<file path="config.mk">
export PLATFORM = sky130hd
export DESIGN_NAME = sa_col_collector
export DESIGN_NICKNAME = d
export VERILOG_FILES = /design/src/rtl/sa_col_collector.sv
export SDC_FILE = /design/constraint.sdc
export NUM_CORES = 1
export LEC_CHECK = 0
export CAP_MARGIN = 30
export CORE_MARGIN = 4
export CORE_UTILIZATION = 45
export CTS_CLUSTER_DIAMETER = 120
export CTS_CLUSTER_SIZE = 16
export DETAILED_ROUTE_END_ITERATION = 10
export PLACE_DENSITY = 0.64
export SYNTH_ARGS = -nofsm -noshare
export SYNTH_HDL_FRONTEND = slang
export SYNTH_SLANG_ARGS = --single-unit
</file>
<file path="constraint.sdc">
create_clock -name clk -period 6.75 [get_ports clk]
set_input_delay 0.675 -clock clk [delete_from_list [all_inputs] [get_ports clk]]
set_output_delay 0.675 -clock clk [all_outputs]
set_load 0.005 [all_outputs]
</file>
<file path="src/rtl/sa_col_collector.sv">
// sa_col_collector
// Output stage of the weight-stationary systolic array. Captures skewed
// per-column partial sums into small deskew FIFOs. Once every column holds
// an entry, it pops one complete row vector. Each element is sign- or
// zero-extended and optionally accumulated into a per-row bank entry, then
// presented on a valid/ready port. sa_stall asks the array to freeze before
// any column FIFO can overflow.
//
// FIFO_DEPTH and ACC_DEPTH must be powers of two and at least 2, so that
// the pointers wrap naturally at their own width.
module sa_col_collector #(
  parameter int BIT_WIDTH  = 4,
  parameter int NUM_COL    = 4,
  parameter int ACC_WIDTH  = 16,
  parameter int FIFO_DEPTH = 4,
  parameter int ACC_DEPTH  = 4
) (
  input  logic                           clk,
  input  logic                           reset,
  input  logic                           is_signed,
  input  logic [NUM_COL*3*BIT_WIDTH-1:0] psum_in,
  input  logic [NUM_COL-1:0]             psum_valid,
  input  logic                           acc_en,
  input  logic                           acc_clear,
  output logic [NUM_COL*ACC_WIDTH-1:0]   out_data,
  output logic                           out_valid,
  input  logic                           out_ready,
  output logic                           sa_stall,
  output logic                           err_overflow
);

  localparam int PW  = 3 * BIT_WIDTH;
  localparam int FAW = $clog2(FIFO_DEPTH);
  localparam int VAW = $clog2(ACC_DEPTH);
  localparam logic [FAW:0] CNT_FULL = (FAW+1)'(FIFO_DEPTH);
  localparam logic [FAW:0] CNT_HIGH = (FAW+1)'(FIFO_DEPTH - 1);

  logic [PW-1:0]                fifo_mem   [NUM_COL][FIFO_DEPTH];
  logic [FAW-1:0]               wr_ptr     [NUM_COL];
  logic [FAW-1:0]               rd_ptr     [NUM_COL];
  logic [FAW:0]                 fifo_cnt   [NUM_COL];
  logic [NUM_COL-1:0]           fifo_full;
  logic [NUM_COL-1:0]           fifo_empty;
  logic [NUM_COL-1:0]           fifo_high;
  logic [NUM_COL-1:0]           push;
  logic                         pop;

  logic [PW-1:0]                fifo_head  [NUM_COL];
  logic [ACC_WIDTH-1:0]         col_ext    [NUM_COL];
  logic [NUM_COL*ACC_WIDTH-1:0] acc_result;

  logic [NUM_COL*ACC_WIDTH-1:0] bank       [ACC_DEPTH];
  logic [VAW-1:0]               vec_ptr;

  // FIFO status, push/pop qualification and stall request from registered counts
  always_comb begin
    fifo_full  = '0;
    fifo_empty = '0;
    fifo_high  = '0;
    push       = '0;
    for (int j = 0; j < NUM_COL; j++) begin
      fifo_full[j]  = (fifo_cnt[j] == CNT_FULL);
      fifo_empty[j] = (fifo_cnt[j] == '0);
      fifo_high[j]  = (fifo_cnt[j] >= CNT_HIGH);
      // A full FIFO drops the strobe even if it pops on the same edge.
      push[j]       = psum_valid[j] & ~fifo_full[j];
    end
    pop      = (fifo_empty == '0) && (!out_valid || out_ready);
    sa_stall = |fifo_high;
  end

  // Head extraction, extension and optional accumulation against the bank
  always_comb begin
    acc_result = '0;
    for (int j = 0; j < NUM_COL; j++) begin
      fifo_head[j] = fifo_mem[j][rd_ptr[j]];
      if (is_signed)
        col_ext[j] = ACC_WIDTH'($signed(fifo_head[j]));
      else
        col_ext[j] = ACC_WIDTH'(fifo_head[j]);
      if (acc_en && !acc_clear)
        acc_result[j*ACC_WIDTH +: ACC_WIDTH] =
          col_ext[j] + bank[vec_ptr][j*ACC_WIDTH +: ACC_WIDTH];
      else
        acc_result[j*ACC_WIDTH +: ACC_WIDTH] = col_ext[j];
    end
  end

  // Column FIFO storage; contents need no reset because the pointers are cleared
  always_ff @(posedge clk) begin
    for (int j = 0; j < NUM_COL; j++) begin
      if (push[j])
        fifo_mem[j][wr_ptr[j]] <= psum_in[j*PW +: PW];
    end
  end

  // Column FIFO pointers and occupancy counts
  always_ff @(posedge clk) begin
    if (reset) begin
      for (int j = 0; j < NUM_COL; j++) begin
        wr_ptr[j]   <= '0;
        rd_ptr[j]   <= '0;
        fifo_cnt[j] <= '0;
      end
    end else begin
      for (int j = 0; j < NUM_COL; j++) begin
        if (push[j])
          wr_ptr[j] <= wr_ptr[j] + 1'b1;
        if (pop)
          rd_ptr[j] <= rd_ptr[j] + 1'b1;
        if (push[j] && !pop)
          fifo_cnt[j] <= fifo_cnt[j] + 1'b1;
        else if (!push[j] && pop)
          fifo_cnt[j] <= fifo_cnt[j] - 1'b1;
      end
    end
  end

  // Sticky overflow flag: any strobe that lands on a full column
  always_ff @(posedge clk) begin
    if (reset)
      err_overflow <= 1'b0;
    else if ((psum_valid & fifo_full) != '0)
      err_overflow <= 1'b1;
  end

  // Accumulator bank write-back and row pointer; the pointer advances on every pop
  always_ff @(posedge clk) begin
    if (reset) begin
      vec_ptr <= '0;
      for (int i = 0; i < ACC_DEPTH; i++)
        bank[i] <= '0;
    end else if (pop) begin
      vec_ptr <= vec_ptr + 1'b1;
      if (acc_en)
        bank[vec_ptr] <= acc_result;
    end
  end

  // Output register: load on pop, drop valid on handshake, otherwise hold
  always_ff @(posedge clk) begin
    if (reset) begin
      out_valid <= 1'b0;
      out_data  <= '0;
    end else if (pop) begin
      out_valid <= 1'b1;
      out_data  <= acc_result;
    end else if (out_ready) begin
      out_valid <= 1'b0;
    end
  end

endmodule

</file>
==> run metrics, run 1 <==
status completed; Seq/Total Area, Yosys 62.0%; hold path endpoint out_data[24]; cell area after synthesis 0.0253 mm²; synth warn 0; TritonCTS clock tree yes; EDFF count, synth 476; Final Hold Viols 0; Hold Path Class reg -> reg; number of global-route vias before repair 15900; Worst EP arrival 4.77 ns; top cells by count, synth edfxtp_1, nor2_1, nand2_1, mux4_2, a21oi_1; Worst Setup Start Kind register; area leader, netlist edfxtp_1; CTS clk-pin slew, worst paths 0.08 ns; GRT Overall Usage 20.4%; iteration-0 DRC count of the detailed router 1295; leakage 0.0101 µW; later-pin clock latency in the skew report 0.57 ns; Max VDD drop 0.196 mV; first-pass GRT wire length 94400 µm; pin count of the biggest net entering global routing 65; root buf cell clkbuf_16; buffers added on ports 124; Chip Height 245 µm; Worst Hold Depth 2; Max Cap Viol 0; synth top area cells edfxtp_1, mux4_2, dfxtp_1, nor2_1, ha_1; initial antenna violation count 2; Num Clock Sinks 546; 1st-pass router iterations 5; RePlAce Congestion 0.868; Crit. End Element register; I/O pins 125; Post-CTS Repair Setup Buffers 0; asr flop ratio synth 0%; most used cell along the critical path nor2_1; DR vias 15700; cells after synthesis 1887; Starting Density 45.7%; Die W 245 µm; Yosys cell types 67; Post-Route WL 62100 µm; Core ar. 0.0554 mm²; final net count 2120; Final Setup Violations 0; main flop type after synthesis edfxtp_1; reg2reg end bank[2][62]; die area 0.0602 mm²; Final Max Tran Viols 0; PD cells 384 mW/mm²; Worst slew margin 33.4%; vias per std cell 5.70; PnR Total Power 10900 µW; hpwl dp 40700 µm; area grow syn2layout 12.6%; Worst R2R Path Depth 14; Max FO, Critical Path 31; Slew @ Worst Pin 0.999 ns; max frequency 223 MHz; area fraction of the dominant cell type after synthesis 56.4%; layout cell share with drive strength beyond 1 11.0%; Syn Area/Cell 13.4 µm²; DR WL/cell 22.5 µm; syn nets 2028; Tmin final 4.48 ns; slowest CP cell dfxtp_2; delay of the slowest critical-path stage 0.99 ns; Fin Setup TNS 0 ns; clk buf depth 3; hold_sp out_data[24]; ANT nets after route 0; final worst path period share 66.3%; diodes inserted 0; most numerous cell in the Yosys netlist edfxtp_1; worst path cell trace buf_4 > mux4_2 > ha_1 > inv_1 > fa_1 > nand2b_1 > a21oi_1 > nor2_1 > o211ai_1 > a41oi_1 > xor2_1 > nor2_1 > xnor2_1 > nor2_1; CP required 7.05 ns; CTS resizes 0; post-layout util 51.5%; Seq cells post-synth 546; TritonCTS buffer count 40; critical path class reg -> reg; DR DRC count 0; setup slack, reg-to-reg 2.27 ns; # rows 86; unrepaired setup endpoints after global routing false; H-tree Lvls 2; Max Clock Skew 0.0269 ns; hold_buf cts 0; grt ovf 0
==> power by group <==
group	leakage, µW	total (µW)	internal [µW]	switching (µW)
logic	0.00425	4160	1720	2430
registers	0.00528	4500	4150	352
clock network	0.000547	2290	1150	1140
==> area by class of cell <==
class,instances,area (µm²)
fillers,4698,26900
well taps,748,936
flip-flops and latches,546,15700
clock inverters,1,16.3
inverters,71,267
clock buffers,70,1130
multi-input cells,1172,9000
repair buffers,148,1480
==> registers in the layout, summed over array words and instances (netlist names), named ones only <==
signal and count:
bank 256, fifo_mem 192, out_data 64, fifo_cnt 12
rd_ptr 8, wr_ptr 8, vec_ptr 2, err_overflow 1
out_valid 1
==> metrics by stage <==
stage / setup slack, ns / cells / hold slack (ns) / area [µm²]
2_1_floorplan: 2.54 / 1887 / 0.439 / 25300
3_3_place_gp: 2.36 / 2683 / 0.436 / 27300
3_5_place_dp: 2.28 / 2685 / 0.440 / 27400
4_1_cts: 2.27 / 2756 / 0.453 / 28500
5_1_grt: 1.95 / 2756 / 0.471 / 28500
6_report: 2.27 / 2756 / 0.445 / 28500
==> critical path, delay by kind of cell (launching register included) <==
| kind | cells | cell delay, ns |
|---|---|---|
| buffers and inverters | 2 | 0.51 |
| and+or+nand+nor | 4 | 0.47 |
| adders and majority gates | 2 | 0.61 |
| DFF | 1 | 0.99 |
| xor gates and xnor gates | 2 | 0.58 |
| AOI/OAI and AO/OA | 3 | 0.76 |
| muxes | 1 | 0.25 |
==> worst max-delay path by stage <==
stage	from	to	slack [ns]	cells after the start
after detailed placement	register	bank[1][62]	2.28	14
after global placement	register	bank[0][62]	2.36	14
after global routing	rd_ptr[2][0]	bank[0][42]	1.95	13
after CTS	register	bank[0][62]	2.27	14
after floorplan	register	bank[0][42]	2.54	16
final	register	bank[2][62]	2.27	14
==> logic make-up after synthesis <==
| kind of cell | Yosys count | synth area share [%] |
|---|---|---|
| muxes | 140 | 11.1 |
| AOI/OAI and AO/OA | 268 | 6.90 |
| adders and majority gates | 83 | 4.31 |
| DFF | 546 | 62.0 |
| buffers and inverters | 169 | 2.69 |
| and+or+nand+nor | 618 | 10.9 |
| xor gates and xnor gates | 63 | 2.18 |
==> cell usage in the layout (no fill, tap or decap), types with 12 or more instances in the layout <==
master           count
mux4_2             112
clkbuf_16           41
o21ai_0             53
xor2_1              16
nand2_1            120
mux2i_1             19
nor3_1              64
xnor2_1             47
buf_4               21
inv_1               70
a21oi_1             84
and2_1              21
nand3_1             19
ha_1                76
edfxtp_1           476
dfxtp_1             68
nand2b_1            17
and3_1              22
nor2_1             298
o21a_1              12
clkbuf_1            29
a211oi_1            34
a21o_1              17
clkdlybuf4s50_1    123
==> metal layers <==
metal / wire length [µm] / up-vias / track usage, %
met5: 0 / - / 0
met4: 1370 / 0 / 5.24
met3: 3330 / 95 / 2.65
met2: 31200 / 469 / 35.4
met1: 26200 / 7943 / 27.5
li1: - / 7210 / -
Note: power is estimated with default switching activity, not from simulation.
==> run 2, diff against run 1 <==
==> constraint.sdc (replaced) <==
create_clock -name clk -period 4.2 [get_ports clk]
set_input_delay 0.42 -clock clk [delete_from_list [all_inputs] [get_ports clk]]
set_output_delay 0.42 -clock clk [all_outputs]
set_load 0.005 [all_outputs]
==> run 2 against run 1 <==
Compared with the run above:
- clock skew grew 0.0075 ns
- wire length fell by 1.9%
- sequential power increased by 56%
- clock-buffer cell count up 1
- core utilization grew 0.56 points
- clock power increased by 62%
- global-route usage hardly changed
- sequential share of layout area shrank 0.59 points
- largest cell class unchanged
==> run metrics, run 2 (synthesized netlist as in run 1, its figures left out) <==
DR WL/cell 21.9 µm (was 22.5 µm); max reg flops 256 (unchanged); Fin Setup TNS 0 ns (unchanged); commonest non-fill, non-tap cell in the layout edfxtp_1 (unchanged); Largest Register bank (unchanged); PD cells 612 mW/mm² (was 384 mW/mm²); CTS clk-pin slew, worst paths 0.08 ns (about the same); Worst Setup Start Kind register (unchanged); Core ar. 0.0554 mm² (unchanged); grt ovf 0 (unchanged); Layout Cells excl Fill 2789 (was 2756); max frequency 259 MHz (was 223 MHz); TritonCTS buffer count 40 (unchanged); die area 0.0602 mm² (unchanged); first-pass GRT wire length 94300 µm (was 94400 µm); final worst path period share 91.8% (was 66.3%); hpwl dp 41000 µm (was 40700 µm); Post-CTS Repair Setup Buffers 0 (unchanged); clk buf depth 3 (unchanged); area grow syn2layout 13.8% (was 12.6%); DR DRC count 0 (unchanged); initial antenna violation count 0 (was 2); DP Cell Count 2716 (was 2685); leakage 0.0103 µW (was 0.0101 µW); # rows 86 (unchanged); delay of the slowest critical-path stage 0.50 ns (was 0.99 ns); Final Setup Violations 0 (unchanged); Worst R2R Path Depth 15 (was 14); final net count 2151 (was 2120); Worst EP arrival 4.14 ns (was 4.77 ns); DR vias 15800 (was 15700); Chip Height 245 µm (unchanged); status completed (unchanged); Slew @ Worst Pin 0.962 ns (was 0.999 ns); Max VDD drop 0.340 mV (was 0.196 mV); Crit. End Element register (unchanged); slowest CP cell mux4_2 (was dfxtp_2); Max Cap Viol 0 (unchanged); I/O pins 125 (unchanged); TritonCTS clock tree yes (unchanged); Die W 245 µm (unchanged); CP Capture Point bank[0][62] (was bank[2][62]); unrepaired setup endpoints after global routing false (unchanged); later-pin clock latency in the skew report 0.59 ns (was 0.57 ns); diodes inserted 0 (unchanged); Tmin final 3.86 ns (was 4.48 ns); setup slack, reg-to-reg 0.34 ns (was 2.27 ns); critical path class reg -> reg (unchanged); H-tree Lvls 2 (unchanged); CP required 4.49 ns (was 7.05 ns); pin count of the biggest net entering global routing 65 (unchanged); Worst slew margin 35.9% (was 33.4%); Max Clock Skew 0.0344 ns (was 0.0269 ns); 1st-pass router iterations 5 (unchanged); PnR Total Power 17600 µW (was 10900 µW); Final Hold Viols 0 (unchanged); Final Max Tran Viols 0 (unchanged); Num Clock Sinks 546 (unchanged); most used cell along the critical path nor2_1 (unchanged); GRT Overall Usage 20.4% (about the same); root buf cell clkbuf_16 (unchanged); worst path cell trace buf_12 > buf_12 > mux4_2 > ha_1 > inv_1 > fa_1 > nand2b_1 > a21oi_1 > nor2_1 > o211ai_1 > a41oi_1 > xor2_1 > nor2_1 > xnor2_1 > nor2_1 (was buf_4 > mux4_2 > ha_1 > inv_1 > fa_1 > nand2b_1 > a21oi_1 > nor2_1 > o211ai_1 > a41oi_1 > xor2_1 > nor2_1 > xnor2_1 > nor2_1); RePlAce Congestion 0.852 (was 0.868); ANT nets after route 0 (unchanged); layout cell share with drive strength beyond 1 12.4% (was 11.0%); number of global-route vias before repair 16200 (was 15900); most frequent cells in the layout edfxtp_1, nor2_1, clkdlybuf4s50_1 (unchanged); reg2reg end bank[0][62] (was bank[2][62]); buffers added on ports 124 (unchanged); worst hold slack 0.358 ns (was 0.445 ns); iteration-0 DRC count of the detailed router 1237 (was 1295); FILL cells 4697 (was 4698); Max FO, Critical Path 18 (was 31); Post-Route WL 60900 µm (was 62100 µm); Starting Density 45.7% (unchanged); Hold Path Class in -> reg (was reg -> reg); vias per std cell 5.65 (was 5.70)
## run 2: cell types whose count changed in the layout (fill, tap and decap cells not counted), sizes merged
cell    delta
clkbuf     +1
inv        +1
buf       +31
## run 2: worst min-delay path by stage
stage / startpoint / endpoint / slack [ns] / cells after the start
2_1_floorplan: out_data[22] / out_data[22] / 0.44 / 2
5_1_grt: reset / out_data[8] / 0.35 / 2
4_1_cts: reset / out_data[8] / 0.33 / 2
3_3_place_gp: out_data[24] / out_data[24] / 0.44 / 2
3_5_place_dp: out_data[24] / out_data[24] / 0.44 / 2
6_report: reset / out_valid / 0.36 / 2
## run 2: report_power, final
| part | switching [µW] | internal, µW | leakage, µW |
|---|---|---|---|
| combinational | 4040 | 2870 | 0.00442 |
| clock | 1840 | 1860 | 0.000558 |
| sequential | 378 | 6660 | 0.00528 |
| total | 6260 | 11400 | 0.0103 |
## run 2: final cells by class
cell class	instances	area [µm²]	share of cell area [%]
clock inverters	2	36.3	0.126
repair buffers	179	1750	6.07
flip-flops and latches	546	15700	54.4
clock buffers	71	1140	3.95
inverters	71	267	0.924
multi-input cells	1172	9010	31.3
well taps	748	936	3.24
## run 2: routing by layer
layer | GRT usage, % | vias up | wire (µm)
met2 | 33.6 | 451 | 29200
met1 | 27.5 | 7933 | 26200
li1 | - | 7272 | -
met4 | 6.80 | 0 | 1960
met3 | 3.87 | 102 | 3580
met5 | 0 | - | 0
## run 2: critical path, delay by kind of cell, from the launching register on
kind            cells  cell delay [ns]
buf+inv             3             0.47
fa+ha+maj           2             0.47
flops               1             0.41
xor+xnor            2             0.56
simple gates        4             0.53
compound gates      3             0.61
mux                 1             0.50
## run 2: repair_timing
action	in CTS	in global routing
gates resized for setup	0	2
endpoints found under the setup margin	0	4
hold buffers	0	0
## run 2: metrics by stage
step | instance area [µm²] | setup slack [ns] | util (%)
CTS | 28800 | 0.329 | 52.0
floorplan | 25300 | 0.112 | -
global route | 28800 | 0.00535 | 52.0
global placement | 27700 | 0.376 | 49.9
detailed placement | 27700 | 0.335 | 49.9
finish | 28800 | 0.345 | 52.0
==> run 3, diff against run 2 <==
==> constraint.sdc (replaced) <==
create_clock -name clk -period 4 [get_ports clk]
set_input_delay 0.4 -clock clk [delete_from_list [all_inputs] [get_ports clk]]
set_output_delay 0.4 -clock clk [all_outputs]
set_load 0.005 [all_outputs]
==> run 3 against run 2 <==
Compared with the run above:
- total power rose by 5.5%
- clock skew increased by 0.0067 ns
- clock power grew 4%
- final area increased by 0.37%
- highest routed layer unchanged
==> run metrics, run 3 (synthesized netlist as in run 1, its figures left out) <==
RePlAce Congestion 0.837 (was 0.852); share of total power in the clock network 20.8% (was 21.0%); Setup WS post-layout 0.204 ns (was 0.345 ns); Switching Share 35.6% (was 35.5%); Hold Path Class in -> reg (unchanged); CP required 4.29 ns (was 4.49 ns); vias per std cell 5.66 (was 5.65); grt ovf 0 (unchanged); later-pin clock latency in the skew report 0.59 ns (about the same); Post-Route WL 62100 µm (was 60900 µm); Max FO, Critical Path 11 (was 18); die area 0.0602 mm² (unchanged); number of global-route vias before repair 16100 (was 16200); area grow syn2layout 14.3% (was 13.8%); Max Clock Skew 0.0411 ns (was 0.0344 ns); Crit. End Element register (unchanged); FF/Latch Area 0.0157 mm² (unchanged); Final Setup Violations 0 (unchanged); most frequent cells in the layout edfxtp_1, nor2_1, clkdlybuf4s50_1 (unchanged); worst path cell trace buf_4 > mux4_2 > ha_1 > a211oi_2 > nor2_1 > a2111oi_4 > o41ai_4 > nor2b_1 > nor3_2 > xnor2_1 > a31o_2 > nor2_1 (was buf_12 > buf_12 > mux4_2 > ha_1 > inv_1 > fa_1 > nand2b_1 > a21oi_1 > nor2_1 > o211ai_1 > a41oi_1 > xor2_1 > nor2_1 > xnor2_1 > nor2_1); Max Cap Viol 0 (unchanged); CTS clk-pin slew, worst paths 0.07 ns (was 0.08 ns); GRT Overall Usage 20.6% (was 20.4%); Multi-input gate area 0.00903 mm² (was 0.00901 mm²); Comb pwr share 39.6% (was 39.1%); Worst R2R Path Depth 12 (was 15); most used cell along the critical path nor2_1 (unchanged); # rows 86 (unchanged); root buf cell clkbuf_16 (unchanged); Starting Density 45.7% (unchanged); Worst Hold Depth 2 (unchanged); clk buf depth 3 (unchanged); slowest CP cell mux4_2 (unchanged); delay of the slowest critical-path stage 0.57 ns (was 0.50 ns); DR DRC count 0 (unchanged); Tmin final 3.80 ns (was 3.86 ns); PD cells 643 mW/mm² (was 612 mW/mm²); leakage 0.0103 µW (about the same); critical path class reg -> reg (unchanged); Pint 12000 µW (was 11400 µW); Sequential Power Share 39.6% (was 39.9%); Top delay family on crit path compound AO/OA/AOI/OAI gates (unchanged); sw power 6620 µW (was 6260 µW); dpl ws 0.221 ns (was 0.335 ns); final net count 2163 (was 2151); final worst path period share 94.9% (was 91.8%); Worst EP arrival 4.09 ns (was 4.14 ns); Chip Height 245 µm (unchanged); H-tree Lvls 2 (unchanged); PnR Total Power 18600 µW (was 17600 µW); first-pass GRT wire length 95000 µm (was 94300 µm); Largest Register bank (unchanged); Final Hold Viols 0 (unchanged); Slew @ Worst Pin 0.702 ns (was 0.962 ns); Num Clock Sinks 546 (unchanged); ANT nets after route 0 (unchanged); initial antenna violation count 1 (was 0); status completed (unchanged); TritonCTS clock tree yes (unchanged); diodes inserted 0 (unchanged); FILL cells 4618 (was 4697); max frequency 263 MHz (was 259 MHz); hold_buf cts 0 (unchanged); Die W 245 µm (unchanged); max reg flops 256 (unchanged); DR vias 15900 (was 15800); iteration-0 DRC count of the detailed router 1448 (was 1237); Final Max Tran Viols 0 (unchanged); worst hold slack 0.283 ns (was 0.358 ns); Worst Setup Start Kind register (unchanged); Core ar. 0.0554 mm² (unchanged); Max VDD drop 0.343 mV (was 0.340 mV); commonest non-fill, non-tap cell in the layout edfxtp_1 (unchanged); WP depth 12 (was 15); layout cell share with drive strength beyond 1 13.1% (was 12.4%); I/O pins 125 (unchanged); Worst slew margin 53.2% (was 35.9%); hpwl dp 41400 µm (was 41000 µm); 1st-pass router iterations 5 (unchanged); buffers added on ports 124 (unchanged); CP Buf/Inv Count 1 (was 3); TritonCTS buffer count 40 (unchanged); pin count of the biggest net entering global routing 59 (was 65); DR WL/cell 22.2 µm (was 21.9 µm)
==> run 3: final cells by class <==
class | instances | share of cell area (%)
sequential | 546 | 54.2
multi-input combinational | 1172 | 31.2
timing repair buffer | 191 | 6.45
clock buffer | 69 | 3.83
tap | 748 | 3.23
inverter | 71 | 0.921
clock inverter | 3 | 0.143
==> run 3: final timing paths <==
| check | slack, ns | to | start |
|---|---|---|---|
| worst max register to register | 0.20 | bank[0][63] | register |
| worst max-delay path | 0.20 | bank[0][63] | register |
| worst min register to register | 0.45 | out_data[6] | out_data[6] |
| worst min-delay path | 0.28 | out_valid | reset |
==> run 3: power by group through the flow <==
stage               logic [µW]  clock network, µW  registers, µW
floorplan                 5100                  0           7360
global placement          7170                  0           7480
detailed placement        7270                  0           7510
CTS                       7310               3950           7390
global route              8120               4160           7450
finish                    7370               3860           7370
==> run 3: metrics by stage <==
stage,std cells,util [%],setup TNS (ns),cell area (µm²)
finish,2800,52.2,0,28900
global route,2800,52.2,-0.0131,28900
global placement,2723,50.0,0,27700
floorplan,1887,-,0,25300
detailed placement,2723,50.0,0,27700
CTS,2795,52.1,0,28900
==> run 3: layer usage <==
layer | track usage [%] | routed length, µm | part of all wire, % | vias up
met5 | 0 | 0 | 0 | -
met4 | 6.07 | 1850 | 3.0 | 0
met3 | 3.75 | 4100 | 6.6 | 93
met2 | 34.4 | 29900 | 48 | 514
met1 | 27.7 | 26300 | 42 | 7975
li1 | - | - | - | 7279
==> run 3: what timing repair did <==
| item | CTS | global route |
|---|---|---|
| resized for setup | 0 | 4 |
| setup buffers | 0 | 5 |
| setup endpoints to repair | 0 | 18 |
